### src/rtl/io_bus_bridge_master_pkg.sv
// Shared definitions for the UART-to-I/O-bus bridge master: command codes,
// peripheral base addresses, FSM state and operation encodings.
package io_bus_bridge_master_pkg;

    localparam logic [7:0] CMD_WRITE = 8'h57;
    localparam logic [7:0] CMD_READ  = 8'h52;

    // High address bytes decoded by the chip-select logic.
    localparam logic [7:0] BASE_MULT  = 8'h67;
    localparam logic [7:0] BASE_DIV   = 8'h68;
    localparam logic [7:0] BASE_UART  = 8'h69;
    localparam logic [7:0] BASE_DPRAM = 8'h70;

    typedef enum logic [3:0] {
        ST_IDLE    = 4'd0,
        ST_GET_AH  = 4'd1,
        ST_GET_AL  = 4'd2,
        ST_GET_DH  = 4'd3,
        ST_GET_DL  = 4'd4,
        ST_REQ     = 4'd5,
        ST_ACCESS  = 4'd6,
        ST_WAIT_RD = 4'd7,
        ST_SEND_HI = 4'd8,
        ST_SEND_LO = 4'd9
    } state_t;

    typedef enum logic [1:0] {
        OP_WRITE = 2'd0,
        OP_READ  = 2'd1,
        OP_NAK   = 2'd2
    } op_t;

    function automatic op_t decode_cmd(input logic [7:0] b);
        if (b == CMD_WRITE)     return OP_WRITE;
        else if (b == CMD_READ) return OP_READ;
        else                    return OP_NAK;
    endfunction

    function automatic logic is_get_state(input state_t s);
        return (s == ST_GET_AH) || (s == ST_GET_AL) || (s == ST_GET_DH) || (s == ST_GET_DL);
    endfunction

endpackage

### src/rtl/io_bus_bridge_master_if.sv
// UART byte channel and J1 peripheral bus signals seen by the bridge master.
// rx_valid and tx_start are single-cycle pulses (no back-pressure on rx); a tx byte is
// accepted only when tx_busy is low, and the bus is owned only while bus_req && bus_gnt.
interface io_bus_bridge_master_if;
    logic [7:0]  rx_data;
    logic        rx_valid;
    logic [7:0]  tx_data;
    logic        tx_start;
    logic        tx_busy;
    logic        bus_req;
    logic        bus_gnt;
    logic [15:0] io_addr;
    logic [15:0] io_dout;
    logic        io_rd;
    logic        io_wr;
    logic [15:0] io_din;

    modport master (
        input  rx_data, rx_valid, tx_busy, bus_gnt, io_din,
        output tx_data, tx_start, bus_req, io_addr, io_dout, io_rd, io_wr
    );

    modport slave (
        output rx_data, rx_valid, tx_busy, bus_gnt, io_din,
        input  tx_data, tx_start, bus_req, io_addr, io_dout, io_rd, io_wr
    );
endinterface

### src/rtl/io_bus_bridge_master_timeout_ctr.sv
// Inter-byte timeout: reloads on every accepted byte, counts down while enabled and
// flags expiry on the last counted cycle unless a reload arrives in that same cycle.
module bridge_timeout_ctr #(
    parameter int unsigned RELOAD = 2500000
) (
    input  logic clk,
    input  logic rst_n,
    input  logic load,
    input  logic en,
    output logic expire
);
    localparam int W = $clog2(RELOAD + 1);

    logic [W-1:0] count;

    assign expire = en && !load && (count == W'(1));

    always_ff @(posedge clk or negedge rst_n) begin
        if (!rst_n) begin
            count <= '0;
        end else if (load) begin
            count <= W'(RELOAD);
        end else if (en && (count != '0)) begin
            count <= count - 1'b1;
        end
    end
endmodule

### src/rtl/io_bus_bridge_master.sv
// Second bus initiator: parses 'W'/'R' frames from the UART, performs one J1 I/O bus
// access per frame and answers with ACK, the read data, or NAK for unknown commands.
module io_bus_bridge_master
    import io_bus_bridge_master_pkg::*;
#(
    parameter int unsigned RD_LATENCY     = 1,
    parameter int unsigned TIMEOUT_CYCLES = 2500000,
    parameter logic [7:0]  ACK_BYTE       = 8'h4B,
    parameter logic [7:0]  NAK_BYTE       = 8'h3F
) (
    input  logic                  clk,
    input  logic                  rst,
    io_bus_bridge_master_if.master bus,
    output logic                  busy,
    output logic                  err,
    output state_t                state_dbg
);
    state_t      state_q, state_d;
    op_t         op_q;
    logic [15:0] addr_q;
    logic [15:0] data_q;
    logic [7:0]  tx_reg;
    logic        tx_wait;
    logic [1:0]  rd_cnt;
    logic        err_q;

    logic       in_get;
    logic       byte_load;
    logic       drop_byte;
    logic       nak_hit;
    logic       timeout;
    logic       rd_done;
    logic [7:0] cur_byte;

    assign in_get    = is_get_state(state_q);
    assign byte_load = bus.rx_valid && ((state_q == ST_IDLE) || in_get);
    assign drop_byte = bus.rx_valid && !((state_q == ST_IDLE) || in_get);
    assign nak_hit   = (state_q == ST_IDLE) && bus.rx_valid && (decode_cmd(bus.rx_data) == OP_NAK);
    assign rd_done   = (state_q == ST_WAIT_RD) && (rd_cnt == 2'(RD_LATENCY));

    bridge_timeout_ctr #(.RELOAD(TIMEOUT_CYCLES)) u_timeout (
        .clk    (clk),
        .rst_n  (rst),
        .load   (byte_load),
        .en     (in_get),
        .expire (timeout)
    );

    always_ff @(posedge clk or negedge rst) begin
        if (!rst) state_q <= ST_IDLE;
        else      state_q <= state_d;
    end

    always_comb begin
        state_d = state_q;
        case (state_q)
            ST_IDLE: begin
                if (bus.rx_valid)
                    state_d = (decode_cmd(bus.rx_data) == OP_NAK) ? ST_SEND_HI : ST_GET_AH;
            end
            ST_GET_AH: begin
                if (bus.rx_valid) state_d = ST_GET_AL;
                else if (timeout) state_d = ST_IDLE;
            end
            ST_GET_AL: begin
                if (bus.rx_valid) state_d = (op_q == OP_WRITE) ? ST_GET_DH : ST_REQ;
                else if (timeout) state_d = ST_IDLE;
            end
            ST_GET_DH: begin
                if (bus.rx_valid) state_d = ST_GET_DL;
                else if (timeout) state_d = ST_IDLE;
            end
            ST_GET_DL: begin
                if (bus.rx_valid) state_d = ST_REQ;
                else if (timeout) state_d = ST_IDLE;
            end
            ST_REQ: begin
                if (bus.bus_gnt) state_d = ST_ACCESS;
            end
            // Losing the grant here means the strobe was never driven, so retry.
            ST_ACCESS: begin
                if (!bus.bus_gnt)          state_d = ST_REQ;
                else if (op_q == OP_WRITE) state_d = ST_SEND_HI;
                else                       state_d = ST_WAIT_RD;
            end
            ST_WAIT_RD: begin
                if (rd_done) state_d = ST_SEND_HI;
            end
            ST_SEND_HI: begin
                if (tx_wait) state_d = (op_q == OP_READ) ? ST_SEND_LO : ST_IDLE;
            end
            ST_SEND_LO: begin
                if (tx_wait) state_d = ST_IDLE;
            end
            default: state_d = ST_IDLE;
        endcase
    end

    always_comb begin
        bus.bus_req  = (state_q == ST_REQ) || (state_q == ST_ACCESS) || (state_q == ST_WAIT_RD);
        bus.io_addr  = bus.bus_req ? addr_q : 16'h0000;
        bus.io_dout  = (bus.bus_req && (op_q == OP_WRITE)) ? data_q : 16'h0000;
        bus.io_wr    = (state_q == ST_ACCESS) && bus.bus_gnt && (op_q == OP_WRITE);
        bus.io_rd    = (state_q == ST_ACCESS) && bus.bus_gnt && (op_q == OP_READ);
        bus.tx_start = ((state_q == ST_SEND_HI) || (state_q == ST_SEND_LO)) && !tx_wait && !bus.tx_busy;
        // The live byte is only presented while the transmitter is idle; otherwise the
        // last started byte is held so it stays stable for the whole transmission.
        bus.tx_data  = bus.tx_start ? cur_byte : tx_reg;
        busy         = (state_q != ST_IDLE);
        err          = err_q;
        state_dbg    = state_q;
    end

    always_comb begin
        cur_byte = NAK_BYTE;
        case (op_q)
            OP_WRITE: cur_byte = ACK_BYTE;
            OP_READ:  cur_byte = (state_q == ST_SEND_LO) ? data_q[7:0] : data_q[15:8];
            default:  cur_byte = NAK_BYTE;
        endcase
    end

    always_ff @(posedge clk or negedge rst) begin
        if (!rst) begin
            op_q    <= OP_NAK;
            addr_q  <= '0;
            data_q  <= '0;
            tx_reg  <= '0;
            tx_wait <= 1'b0;
            rd_cnt  <= '0;
            err_q   <= 1'b0;
        end else begin
            err_q   <= drop_byte || nak_hit || timeout;
            tx_wait <= bus.tx_start;
            if (bus.tx_start) tx_reg <= cur_byte;

            if ((state_q == ST_IDLE) && bus.rx_valid) op_q <= decode_cmd(bus.rx_data);

            if (bus.rx_valid) begin
                case (state_q)
                    ST_GET_AH: addr_q[15:8] <= bus.rx_data;
                    ST_GET_AL: addr_q[7:0]  <= bus.rx_data;
                    ST_GET_DH: data_q[15:8] <= bus.rx_data;
                    ST_GET_DL: data_q[7:0]  <= bus.rx_data;
                    default: ;
                endcase
            end

            if (state_q == ST_ACCESS)       rd_cnt <= 2'd1;
            else if (state_q == ST_WAIT_RD) rd_cnt <= rd_cnt + 2'd1;

            if (rd_done) data_q <= bus.io_din;
        end
    end
endmodule

### src/flat_wrapper.sv
// flat-port wrapper written by rule: the top's interface ports become plain ports
module io_bus_bridge_master_flat import io_bus_bridge_master_pkg::*;
#(
    parameter int unsigned RD_LATENCY     = 1,
    parameter int unsigned TIMEOUT_CYCLES = 2500000,
    parameter logic [7:0]  ACK_BYTE       = 8'h4B,
    parameter logic [7:0]  NAK_BYTE       = 8'h3F
)
  (clk, rst, busy, err, state_dbg, bus_rx_data, bus_rx_valid, bus_tx_busy, bus_bus_gnt, bus_io_din, bus_tx_data, bus_tx_start, bus_bus_req, bus_io_addr, bus_io_dout, bus_io_rd, bus_io_wr);
  io_bus_bridge_master_if bus_i ();
  input  logic clk;
  input  logic rst;
  output logic busy;
  output logic err;
  output state_t state_dbg;
  input wire logic [$bits(bus_i.rx_data)-1:0] bus_rx_data;
  input wire logic [$bits(bus_i.rx_valid)-1:0] bus_rx_valid;
  input wire logic [$bits(bus_i.tx_busy)-1:0] bus_tx_busy;
  input wire logic [$bits(bus_i.bus_gnt)-1:0] bus_bus_gnt;
  input wire logic [$bits(bus_i.io_din)-1:0] bus_io_din;
  output wire logic [$bits(bus_i.tx_data)-1:0] bus_tx_data;
  output wire logic [$bits(bus_i.tx_start)-1:0] bus_tx_start;
  output wire logic [$bits(bus_i.bus_req)-1:0] bus_bus_req;
  output wire logic [$bits(bus_i.io_addr)-1:0] bus_io_addr;
  output wire logic [$bits(bus_i.io_dout)-1:0] bus_io_dout;
  output wire logic [$bits(bus_i.io_rd)-1:0] bus_io_rd;
  output wire logic [$bits(bus_i.io_wr)-1:0] bus_io_wr;
  assign bus_i.rx_data = bus_rx_data;
  assign bus_i.rx_valid = bus_rx_valid;
  assign bus_i.tx_busy = bus_tx_busy;
  assign bus_i.bus_gnt = bus_bus_gnt;
  assign bus_i.io_din = bus_io_din;
  assign bus_tx_data = bus_i.tx_data;
  assign bus_tx_start = bus_i.tx_start;
  assign bus_bus_req = bus_i.bus_req;
  assign bus_io_addr = bus_i.io_addr;
  assign bus_io_dout = bus_i.io_dout;
  assign bus_io_rd = bus_i.io_rd;
  assign bus_io_wr = bus_i.io_wr;
  io_bus_bridge_master #(.RD_LATENCY(RD_LATENCY), .TIMEOUT_CYCLES(TIMEOUT_CYCLES), .ACK_BYTE(ACK_BYTE), .NAK_BYTE(NAK_BYTE)) u_core (.clk(clk), .rst(rst), .bus(bus_i), .busy(busy), .err(err), .state_dbg(state_dbg));
endmodule
### config.mk
export PLATFORM = sky130hd
export DESIGN_NAME = io_bus_bridge_master_flat
export DESIGN_NICKNAME = d
export VERILOG_FILES = /design/src/rtl/io_bus_bridge_master_pkg.sv /design/src/rtl/io_bus_bridge_master_if.sv /design/src/rtl/io_bus_bridge_master_timeout_ctr.sv /design/src/rtl/io_bus_bridge_master.sv /design/src/flat_wrapper.sv
export SDC_FILE = /design/constraint.sdc
export NUM_CORES = 1
export LEC_CHECK = 0
export CAP_MARGIN = 20
export CORE_UTILIZATION = 45
export CTS_CLUSTER_SIZE = 30
export DETAILED_ROUTE_END_ITERATION = 8
export GPL_TIMING_DRIVEN = 0
export PLACE_DENSITY = 0.79
export SYNTH_ARGS = -nofsm -noshare
export SYNTH_HDL_FRONTEND = slang
export SYNTH_SLANG_ARGS = --single-unit
### constraint.sdc
create_clock -name clk -period 2.7 [get_ports clk]
set_input_delay 0.675 -clock clk [delete_from_list [all_inputs] [get_ports clk]]
set_output_delay 0.675 -clock clk [all_outputs]
set_load 0.01 [all_outputs]
==> results.sh <==
export IMPL_synth_nets=449
export IMPL_critPathLaunchType="flip-flop"
export IMPL_ant_nets=0
export IMPL_clock_fmax_ghz=0.367
export IMPL_critPathRequiredTime_ns=2.03
export IMPL_vias_per_cell=5.88
export IMPL_cpMostUsedCell="buf_4"
export IMPL_coreArea_um2=8760
export IMPL_vdd_ir_drop_max_uv=254
export IMPL_critical_path_buf_inv_count=3
export IMPL_cts_path_max_buffers=2
export IMPL_grt_antenna_before_repair=0
export IMPL_synth_avg_cell_area_um2=9.84
export IMPL_synth_ff_type="dfrtp_1"
export IMPL_synth_seq_cells=72
export IMPL_dp_hpwl_mm=7.80
export IMPL_path_clk_slew_ns=0.08
export IMPL_layout_setup_ws_ns=-0.0252
export IMPL_die_area_um2=9480
export IMPL_dieHeight_um=97.4
export IMPL_cap_violations=0
export IMPL_n_fill_cell=704
export IMPL_skew_ns=0.00991
export IMPL_numCtsBuffers=9
export IMPL_path_class="reg2out"
export IMPL_root_buffer="clkbuf_8"
export IMPL_clock_sinks=72
export IMPL_grt_pass1_wl_mm=19.0
export IMPL_worstSkewPairLatency_ns=0.36
export IMPL_finalSetupViolCount=2
export IMPL_p_leak_nw=2.43
export IMPL_topRoutingLayerUsed="met4"
export IMPL_reg_top3="u_core.u_timeout.count (22), u_core.addr_q (16), u_core.data_q (16)"
export IMPL_rsz0062_at_grt="true"
export IMPL_gr_usage_all_layers_pct=25.2
export IMPL_core_rowCount=34
export IMPL_diodes=0
export IMPL_timing_final_hold_violations=0
export IMPL_seqCellArea_um2=1810
export IMPL_drt_iter0_drc=225
export IMPL_post_place_ws_ns=-0.952
export IMPL_gr_total_overflow=0
export IMPL_synth_edff_count=0
export IMPL_violations="setup timing"
export IMPL_slew_violations=0
export IMPL_relSlewSlack_pct=36.2
export IMPL_finalNetCount=559
export IMPL_synthCells=416
export IMPL_grt_start_max_net_pins=73
export IMPL_initial_core_util_pct=46.7
export IMPL_synth_distinct_cells=63
export IMPL_hold_class="in2async"
export IMPL_tightest_slew_ns=0.952
export IMPL_grt_pass1_vias=3830
export IMPL_drc=0
export IMPL_drt_pass1_iter_count=5
export IMPL_netlist_area_um2=4090
export IMPL_layout_commonest_cell="dfrtp_1"
export IMPL_cts_htree_levels=3
export IMPL_ioPinCount=79
export IMPL_layout_min_cycle_time_ns=2.73
export IMPL_finalWirelength_mm=11.7
export IMPL_holdBufCountCts=0
export IMPL_cp_top_family="buffers and inverters"
export IMPL_place_congestion=0.847
export IMPL_yosys_warnings=0
export IMPL_synthArstFlopShare_pct=100
export IMPL_power_density_nw_per_um2=483
export IMPL_vias=3755
export IMPL_wl_per_cell_um=18.2
export IMPL_fin_crit_sh_pct=101
export IMPL_multi_input_area_um2=2310
export IMPL_port_buffers=78
export IMPL_drive_above_1_share_pct=25.4
export IMPL_largest_register_ffs=22
export IMPL_largest_register="u_core.u_timeout.count"
export IMPL_path_cells="nand2b_4 > nor2_4 > buf_4 > buf_4 > mux2i_4 > a31oi_2 > buf_2"
export IMPL_max_stage_delay_ns=0.43
export IMPL_seq_area_frac_synth_pct=44.1
export IMPL_die_w_um=97.4
export IMPL_status="finished with violations"
export IMPL_crit_fanout=5
export IMPL_final_cell_mix="66 x dfrtp_1, 36 x nor2_1, 32 x a21oi_1, 32 x clkdlybuf4s50_1, 26 x dlygate4sd2_1"
export IMPL_cts_tree="done"
export IMPL_met2_length_mm=5.54
export IMPL_area_growth_pct=35.9
export IMPL_dr_wl_met3_um=705
export IMPL_cp_end_kind="output pin"
export IMPL_crit_arrival_ns=2.05
export IMPL_slowest_stage="dfrtp_2"
export IMPL_met1_length_mm=5.24
export IMPL_fin_tns_setup_ns=-0.0405
-- worst paths after layout --
check | start | to | slack, ns | cells after the start
setup / recovery | u_core.state_dbg[2] | bus_tx_data[3] | -0.03 | 7
hold / removal | rst | u_core.u_timeout.count[11] | 0.45 | 1
setup reg to reg | u_core.u_timeout.count[0] | u_core.u_timeout.count[20] | 0.14 | 7
hold reg to reg | u_core.rd_cnt[1] | u_core.rd_cnt[1] | 0.49 | 2
max in group asynchronous | rst | u_core.op_q[0] | 1.58 | 1
min in group clk | u_core.rd_cnt[1] | u_core.rd_cnt[1] | 0.49 | 2
-- area by class of cell --
class / instances / area share (%)
inverters: 5 / 0.338
repair buffers: 101 / 16.0
well taps: 108 / 2.43
clock buffers: 10 / 2.30
plain buffers: 21 / 3.11
flip-flops and latches: 72 / 32.5
multi-input cells: 316 / 41.6
clock inverters: 6 / 1.67
-- timing repair --
item | 4_1_cts | 5_1_grt
resized for setup | 133 | 22
buffers inserted | 19 | 4
endpoints found under the setup margin | 45 | 33
pin swaps | 2 | 4
-- worst register-to-register path: stages (launching register included) --
cell and delay [ns]:
dfrtp_1 0.45, inv_1 0.11, ha_1 0.18, or3b_2 0.52
a2111oi_4 0.46, o211ai_2 0.20, or4_1 0.42, a21oi_1 0.16
-- per-stage QoR --
step | hold WS, ns | instances | power (mW) | utilization [%] | cell area (µm²)
after global routing | 0.520 | 639 | 2.81 | 63.4 | 5560
after detailed placement | 0.486 | 602 | 1.62 | 57.1 | 5010
final | 0.452 | 639 | 2.69 | 63.4 | 5560
after floorplan | 0.379 | 416 | 1.42 | - | 4090
after global placement | 0.469 | 602 | 1.61 | 57.2 | 5010
after CTS | 0.491 | 635 | 2.68 | 62.5 | 5480
-- cell families (layout without fill, tap and decap cells) --
family,Yosys count,in the layout,share of synthesized area [%]
and+or+nand+nor,169,169,23.0
DFF,72,72,44.1
adders and majority gates,4,4,1.22
buffers and inverters,28,143,3.15
xor gates and xnor gates,12,12,2.57
muxes,44,44,11.5
AOI/OAI and AO/OA,87,87,14.6
-- cells in the mapped netlist (all sizes together) (4+ instances only) --
| library cell | n | share of area (%) |
|---|---|---|
| nand2 | 20 | 1.8 |
| o21ai | 13 | 2.0 |
| dfrtp | 71 | 43 |
| xor2 | 9 | 1.9 |
| a31oi | 5 | 0.76 |
| nor4 | 11 | 1.7 |
| buf | 5 | 1.0 |
| and3 | 19 | 2.9 |
| or4 | 9 | 1.8 |
| a21oi | 36 | 4.4 |
| o31ai | 4 | 0.73 |
| nand2b | 4 | 0.61 |
| o211ai | 8 | 1.8 |
| nor2 | 43 | 4.1 |
| nor2b | 6 | 0.92 |
| mux2i | 21 | 5.1 |
| or2 | 4 | 0.61 |
| and2 | 17 | 2.6 |
| or3 | 6 | 0.92 |
| nand3 | 9 | 1.1 |
| nor3 | 10 | 1.3 |
| ha | 4 | 1.2 |
| mux2 | 23 | 6.3 |
| inv | 5 | 0.46 |
| clkbuf | 18 | 1.7 |
-- where the power goes --
| part | internal, mW | total (mW) | switching, mW |
|---|---|---|---|
| Clock | 0.525 | 0.963 | 0.438 |
| Sequential | 1.13 | 1.17 | 0.0419 |
| Combinational | 0.249 | 0.552 | 0.303 |
-- metal layers --
metal / up-vias / track usage [%]
met3: 20 / 5.90
met4: 0 / 7.69
met2: 141 / 41.0
li1: 1742 / -
met1: 1852 / 33.4
met5: - / 0
(Power assumes the default switching activity.)
